==> src/rtl/audio_ram_pkg.sv <==
// audio_ram_pkg: shared state encoding and default sizing for the audio RAM scheduler
package audio_ram_pkg;
  typedef enum logic [1:0] {IDLE, WRITE, READ_REQ, READ_WAIT} state_t;
  localparam int ADDR_W_DEF = 26;
  localparam int DATA_W_DEF = 16;
  localparam int RD_TIMEOUT_DEF = 1023;
  function automatic int tmo_w(input int cycles);
    return $clog2(cycles + 1);
  endfunction
endpackage

==> src/rtl/strobe_rise_detect.sv <==
// strobe_rise_detect: one-cycle pulse when a level input goes from low to high
module strobe_rise_detect (
  input  logic clk,
  input  logic reset,
  input  logic in,
  output logic rise
);
  logic prev;
  always_ff @(posedge clk or posedge reset)
    if (reset) prev <= 1'b0;
    else prev <= in;
  assign rise = in & ~prev;
endmodule

==> src/rtl/audio_ram_scheduler.sv <==
// audio_ram_scheduler: shares one RAM wrapper port between codec record writes and playback reads
module audio_ram_scheduler
  import audio_ram_pkg::*;
#(
  parameter int ADDR_W = ADDR_W_DEF,
  parameter int DATA_W = DATA_W_DEF,
  parameter int RD_TIMEOUT = RD_TIMEOUT_DEF
) (
  input  logic              clk,
  input  logic              reset,
  input  logic              rec_en,
  input  logic              play_en,
  input  logic              s_end,
  input  logic              s_req,
  input  logic [DATA_W-1:0] audio_in,
  output logic [DATA_W-1:0] audio_out,
  input  logic [ADDR_W-1:0] max_ram_address,
  input  logic              ram_rdy,
  output logic [ADDR_W-1:0] ram_address,
  output logic [DATA_W-1:0] ram_data_in,
  output logic              ram_write_enable,
  output logic              ram_read_request,
  input  logic              ram_rd_data_pres,
  input  logic [DATA_W-1:0] ram_data_out,
  output logic              ram_read_ack,
  output logic [ADDR_W:0]   rec_len,
  output logic              overrun,
  output logic              underrun,
  output logic              rd_error
);
  localparam int TW = tmo_w(RD_TIMEOUT);
  state_t state, nxt;
  logic end_rise, req_rise, rec_rise, play_rise;
  logic [DATA_W-1:0] wr_buf, pf_buf;
  logic [ADDR_W-1:0] wr_ptr, rd_ptr;
  logic [ADDR_W:0] rec_max;
  logic [TW-1:0] tmo;
  logic wr_pend, rd_pend, pf_valid, prefer_rd, ack_q;
  logic grant_wr, grant_rd, rd_done, rd_tmo;
  strobe_rise_detect u_end  (.clk(clk), .reset(reset), .in(s_end),   .rise(end_rise));
  strobe_rise_detect u_req  (.clk(clk), .reset(reset), .in(s_req),   .rise(req_rise));
  strobe_rise_detect u_rec  (.clk(clk), .reset(reset), .in(rec_en),  .rise(rec_rise));
  strobe_rise_detect u_play (.clk(clk), .reset(reset), .in(play_en), .rise(play_rise));
  assign rec_max = {1'b0, max_ram_address} + 1'b1;
  // prefer_rd flips on every grant so simultaneous requests alternate, write first
  assign grant_wr = state == IDLE && ram_rdy && wr_pend && (!rd_pend || !prefer_rd);
  assign grant_rd = state == IDLE && ram_rdy && rd_pend && !grant_wr;
  assign rd_done = state == READ_WAIT && ram_rd_data_pres;
  assign rd_tmo = state == READ_WAIT && !ram_rd_data_pres && tmo == TW'(RD_TIMEOUT - 1);
  assign ram_write_enable = state == WRITE;
  assign ram_read_request = state == READ_REQ || state == READ_WAIT;
  assign ram_data_in = wr_buf;
  assign ram_read_ack = ack_q;
  always_comb begin
    nxt = grant_wr ? WRITE : grant_rd ? READ_REQ : state == WRITE ? IDLE :
          state == READ_REQ ? READ_WAIT : (rd_done || rd_tmo) ? IDLE : state;
  end
  always_ff @(posedge clk or posedge reset)
    if (reset) state <= IDLE;
    else state <= nxt;
  always_ff @(posedge clk or posedge reset) begin
    if (reset) begin
      {wr_buf, pf_buf, audio_out, ram_address} <= '0;
      {wr_ptr, rd_ptr, rec_len, tmo} <= '0;
      {wr_pend, rd_pend, pf_valid, prefer_rd, ack_q} <= '0;
      {overrun, underrun, rd_error} <= '0;
    end else begin
      if (state == WRITE) begin
        wr_ptr <= (wr_ptr == max_ram_address) ? '0 : wr_ptr + 1'b1;
        rec_len <= (rec_len == rec_max) ? rec_len : rec_len + 1'b1;
        wr_pend <= 1'b0;
      end
      if (grant_wr) ram_address <= wr_ptr;
      if (grant_rd) ram_address <= rd_ptr;
      if (grant_wr || grant_rd) prefer_rd <= grant_wr;
      tmo <= (state == READ_WAIT) ? tmo + 1'b1 : '0;
      ack_q <= rd_done;
      if (rd_done) begin
        pf_buf <= ram_data_out;
        pf_valid <= 1'b1;
        rd_ptr <= ({1'b0, rd_ptr} + 1'b1 == rec_len) ? '0 : rd_ptr + 1'b1;
      end
      if (rd_done || rd_tmo) rd_pend <= 1'b0;
      if (rd_tmo) rd_error <= 1'b1;
      // enable edges and fresh strobes come last so they win over completion updates
      if (rec_rise) begin
        wr_ptr <= '0;
        rec_len <= '0;
        wr_pend <= 1'b0;
      end
      if (play_rise) begin
        rd_ptr <= '0;
        pf_valid <= 1'b0;
        rd_pend <= 1'b1;
      end
      if (end_rise && rec_en) begin
        wr_buf <= audio_in;
        wr_pend <= 1'b1;
        if (wr_pend && state != WRITE) overrun <= 1'b1;
      end
      if (req_rise && play_en) begin
        if (rec_len == '0) audio_out <= '0;
        else begin
          if (pf_valid) begin
            audio_out <= pf_buf;
            pf_valid <= 1'b0;
          end else underrun <= 1'b1;
          rd_pend <= 1'b1;
        end
      end
    end
  end
endmodule

==> config.mk <==
export PLATFORM = sky130hd
export DESIGN_NAME = audio_ram_scheduler
export DESIGN_NICKNAME = d
export VERILOG_FILES = /design/src/rtl/audio_ram_pkg.sv /design/src/rtl/strobe_rise_detect.sv /design/src/rtl/audio_ram_scheduler.sv
export SDC_FILE = /design/constraint.sdc
export NUM_CORES = 1
export LEC_CHECK = 0
export BUFFER_PORTS_ARGS = -buffer_cell sky130_fd_sc_hd__buf_4
export CAP_MARGIN = 20
export CORE_MARGIN = 2
export CORE_UTILIZATION = 52
export CTS_BUF_LIST = sky130_fd_sc_hd__clkbuf_4
export CTS_CLUSTER_DIAMETER = 150
export DETAILED_ROUTE_END_ITERATION = 8
export GPL_TIMING_DRIVEN = 0
export PLACE_DENSITY = 0.73
export SLEW_MARGIN = 5
export SYNTH_ARGS = -nofsm -noshare
export SYNTH_HDL_FRONTEND = slang
export SYNTH_SLANG_ARGS = --single-unit
==> constraint.sdc <==
create_clock -name clk -period 5.8 [get_ports clk]
set_input_delay 0.29 -clock clk [delete_from_list [all_inputs] [get_ports clk]]
set_output_delay 0.29 -clock clk [all_outputs]
set_load 0.02 [all_outputs]
## Yosys cells after proc, flatten, opt, wreduce, memory -nomap -nowiden

Cells that the tools add are included.
W data, S select, Z words.

- Output and inout bits: 91
- Input port bits: 66
- Flip-flop bits (word level): 177

- Bitwise operators: 10
- Equality and inequality tests: 9
- Reductions and logical operators: 31
- Multiplexer cells: 31
- Add/sub/neg operators: 6

Operators by type and width:

| operator | count |
|---|---|
| $mux W26 | 8 |
| $mux W27 | 3 |
| $add A26 B1 Y27 const B | 2 |
| $eq A27 B27 Y1 | 2 |
| $add A26 B1 Y26 const B | 2 |
| $mux W16 | 2 |
| $add A27 B1 Y27 const B | 1 |
| $logic_not A27 Y1 | 1 |
| $eq A26 B26 Y1 | 1 |
| $mux W1 | 12 |
| $logic_and A1 B1 Y1 | 11 |
| $add A10 B1 Y10 const B | 1 |
| $eq A10 B10 Y1 const B | 1 |
| $mux W10 | 1 |
| $mux W2 | 5 |
| $reduce_bool A2 Y1 | 4 |
| $not A1 Y1 | 6 |
| $reduce_and A2 Y1 | 3 |
| $reduce_bool A5 Y1 | 1 |
| $and A1 B1 Y1 | 4 |
| $eq A2 B2 Y1 const B | 2 |
| $logic_not A1 Y1 | 4 |
| $logic_or A1 B1 Y1 | 4 |
| $reduce_and A3 Y1 | 1 |
| 5 further kinds | 5 |

## Logic depth before layout (Yosys ltp)

- Depth in word-level cells: 9
- Depth in mapped cells: 12

## Cells and area by module

Synthesis repeated with hierarchy kept, for this count alone.

- Cells, all modules: 1,158
- Area, all modules: 10,501.3 sq um

Modules (own cells, without submodules):

| module | area an instance (sq um) | instances | seq. area each (sq um) | cells each |
|---|---|---|---|---|
| audio_ram_scheduler | 10,331.2 | 1 | 4,329.2 | 1,146 |
| strobe_rise_detect | 42.5 | 4 | 25.0 | 3 |

## Worst setup path before layout

Ideal clock, no wire load.

- Path kind: register to register
- Start: register rd_ptr[0]
- End: register rd_ptr[17]
- Period minus slack after synthesis: 2.809 ns
- Stages on the path, launching flop included: 11
- Arrival: 2.689 ns
- Data required time: 5.680 ns
- Setup time: 0.120 ns
- Path slack: 2.991 ns
- Cell sequence: dfrtp_1 > ha_1 > nand3_1 > or4_1 > or4_1 > a211oi_1 > a211oi_1 > nor4_2 > a21o_1 > buf_4 > nor2_1

- Cells in the longest elaborated chain, start to end: 5

Ends and longest elaborated chain:

| item | RTL line | text |
|---|---|---|
| start, declared | audio_ram_scheduler.sv:35 | `logic [ADDR_W-1:0] wr_ptr, rd_ptr;` |
| start signal, assigned | audio_ram_scheduler.sv:81 | `rd_ptr <= ({1'b0, rd_ptr} + 1'b1 == rec_len) ? '0 : rd_ptr + 1'b1;` |
| $add A26 B1 Y27 | audio_ram_scheduler.sv:81 |  |
| $eq A27 B27 Y1 | audio_ram_scheduler.sv:81 |  |
| $mux W26 (*) | audio_ram_scheduler.sv:81 |  |
| $mux W26 (*) | audio_ram_scheduler.sv:78 | `if (rd_done) begin` |
| $mux W26 (*) | audio_ram_scheduler.sv:91 | `if (play_rise) begin` |

Every way passes the cells marked *; elsewhere a longest branch is shown, timed or not. The select of a mux whose other input is x is not followed.
A chain may end at the register's enable or synchronous reset.

## Final worst setup path

- Start: register rd_ptr[3]
- End: register rd_ptr[8]

The elaborated chain is that of the path after synthesis.

==> results.json <==
{
  "tns_ns": 0,
  "p_total_mw": 3.24,
  "grt_pass1_vias": 8956,
  "grt_use_met3_pct": 5.70,
  "syn_area_um2": 10200,
  "vias": 9681,
  "period_needed_ns": 3.64,
  "hpwl_um": 22400,
  "detailedPlace.worstSlack_ns": 2.03,
  "start_kind": "flip-flop",
  "power.density_nw_per_um2": 262,
  "htree_levels": 4,
  "path_max_fanout": 10,
  "nets": 1396,
  "tightest_slew_ns": 0.919,
  "drc": 3,
  "hold_class": "input pin to flip-flop",
  "crit_end": "rd_ptr[8]",
  "path_clk_slew_ns": 0.16,
  "drtPass1Iterations": 9,
  "skew_ns": 0.0268,
  "cts_buffers": 17,
  "maxSlewHeadroom_pct": 38.3,
  "yosys.cell_types.count": 71,
  "syn-num-nets": 1190,
  "io_buffers": 147,
  "grt-busiest-layer": "met2",
  "grt_use_met1_pct": 41.8,
  "synthCells": 1117,
  "post-route-cell-area_um2": 12400,
  "synth_commonest_cells": "177 x dfrtp_1, 107 x nand2_1, 96 x nor2_1",
  "synth.most_common_cell": "dfrtp_1",
  "layoutNonFillerInstCount": 1602,
  "synth_seq_cells": 177,
  "holdWs_ns": 0.135,
  "ir_drop_v": 0.000252,
  "drive_above_1_share_pct": 17.9,
  "cts_resized": 0,
  "synthTopCellsByArea": "dfrtp_1 43%, xor2_1 5.5%, xnor2_1 5.2%, nand2_1 3.9%, nor2_1 3.5%",
  "syn_area_per_cell_um2": 9.17,
  "grt_max_degree": 97,
  "core_um2": 19400,
  "cts_max_path_buffers": 2,
  "fmax_ghz": 0.275,
  "ant_nets": 0,
  "clkLatencyLatePin_ns": 0.62,
  "wirelength_um": 31200,
  "r2r_setup_slack_ns": 2.16,
  "synth-seq-area-share_pct": 43.2,
  "fin_ws_ns": 2.16,
  "finalHoldViolCount": 0,
  "fp.dieW_um": 144,
  "r2r-start": "rd_ptr[3]",
  "grt_pass1_wl_um": 48500,
  "violations": "DRC",
  "p_leak_nw": 5.73,
  "wl_per_cell_um": 19.5,
  "row_count": 51,
  "viasPerCell": 6.04,
  "cts_num_sinks": 177,
  "gr-usage-all-layers_pct": 30.4,
  "reg2reg_to": "rd_ptr[8]",
  "cts_tree": "yes",
  "utilization_pct": 63.9,
  "setup_viol": 0,
  "drv_slew": 0,
  "antenna_found_initial": 1,
  "cp.required_ns": 6.30,
  "cts_root_buf": "clkbuf_4",
  "overflow": 0,
  "min_period_over_period_pct": 62.7,
  "fp.dieH_um": 144,
  "dpl.cell_count": 1530,
  "postPlaceCellArea_um2": 11700,
  "setup.worst_path.start": "rd_ptr[3]",
  "die_area_um2": 20800,
  "io_pins": 157,
  "worstSetupPathType": "flip-flop to flip-flop",
  "worstSetupEndpointType": "flip-flop",
  "status": "finished with violations",
  "synth_top_area_share_pct": 43.2,
  "drt_iter0_markers": 1191,
  "synth_flop_cell": "dfrtp_1",
  "synthArstFlopShare_pct": 100,
  "r2r_cells": 10,
  "initial_core_util_pct": 52.8,
  "cap_violations": 0,
  "cp.arrival_ns": 4.14,
  "synth_warnings": 0,
  "rsz0062_at_grt": "no",
  "synth_edf_count": 0,
  "synth_largest_area_cell": "dfrtp_1",
  "gp_congestion": 0.956,
  "area_growth_pct": 21.0,
  "met2_usage_pct": 48.3
}
## cell usage in the layout (no fill, tap or decap), types with 5 or more instances in the layout
cell type      netlist  routed
and2_1               9       9
nor2_1              96      96
a21oi_1             17      17
a222oi_1            27      27
clkbuf_4             0      17
clkbuf_1            68      68
nand2_1            107     107
nor4_1              14      14
nor2b_1             13      13
buf_4                3     150
inv_1               47      46
o21ai_0             55      55
buf_2               12      13
o41ai_1             12      12
xnor2_1             61      61
or3_1                9       9
a31oi_1             12      12
buf_1                6       6
and4_1              10      10
nand3_1             53      53
nand2b_1            11      11
o21bai_1             5       5
mux2_2              18      18
ha_1                 7       7
nand4_1             39      39
inv_8                0       8
dfrtp_1            177     177
nor3_1              28      28
a22o_1              19      19
o21ai_1              5       5
a211oi_1             6       6
xor2_1              64      64
or4_1                5       5
and3_1              18      18
o31ai_1             14      14
dlygate4sd3_1        0      38
## kinds of logic after synthesis
group / Yosys count / synth area share, %
AO/OA/AOI/OAI: 212 / 15.3
XOR/XNOR: 125 / 10.7
adder cells (fa/ha/maj): 7 / 0.855
buffers and inverters: 139 / 5.59
flip-flops: 177 / 43.2
multiplexers: 21 / 2.27
AND/OR/NAND/NOR: 436 / 22.0
## critical path, stage by stage (launching register included)
cell and delay [ns]:
dfrtp_1 0.35, clkbuf_1 0.39, nand4_1 0.29, nor3_1 0.77, nand2_1 0.17, nor4_1 0.36, o2111ai_1 0.16, nor4_2 0.45
a21o_1 0.32, buf_4 0.22, nor2_1 0.06
## cell type report
cell class                 count  area (um2)
inverter                      47         184
timing repair buffer         187        1520
tap                          265         332
antenna                        1        2.50
sequential                   177        4430
multi-input combinational    801        5240
clock buffer                  17         128
fill                        1679        7010
buffer                        92         397
clock inverter                15         161
## metal layers
| layer | vias up | routed length, um |
|---|---|---|
| met5 | - | 0 |
| met4 | 0 | 909 |
| met3 | 66 | 2970 |
| met2 | 502 | 14500 |
| met1 | 4692 | 12800 |
| li1 | 4421 | - |
## power breakdown
group	internal [mW]	total (mW)	switching, mW
registers	1.40	1.54	0.145
logic	0.393	0.982	0.589
clock network	0.199	0.718	0.518
## registers in the layout, indices dropped and copies added, names as in the netlist, 2 cells and up
name and count:
audio_out 16, pf_buf 16, ram_address 26, ram_data_in 16, rd_ptr 26, rec_len 27
state 2, tmo 10, wr_ptr 26
## worst min-delay path by stage
stage	start	endpoint	slack (ns)	depth (start not counted)
after floorplan	s_end	u_end.prev	0.32	0
after global placement	s_req	u_req.prev	0.41	1
after detailed placement	reset	ram_data_in[0]	0.40	2
after CTS	ram_rdy	state[1]	0.12	4
after global routing	ram_rdy	state[1]	0.14	4
final	ram_rdy	state[1]	0.14	4
## repair_timing
action	in CTS	in global routing
hold endpoints to repair	119	0
setup buffers	0	0
hold buffers	38	0
Note: power is estimated with default switching activity, not from simulation.
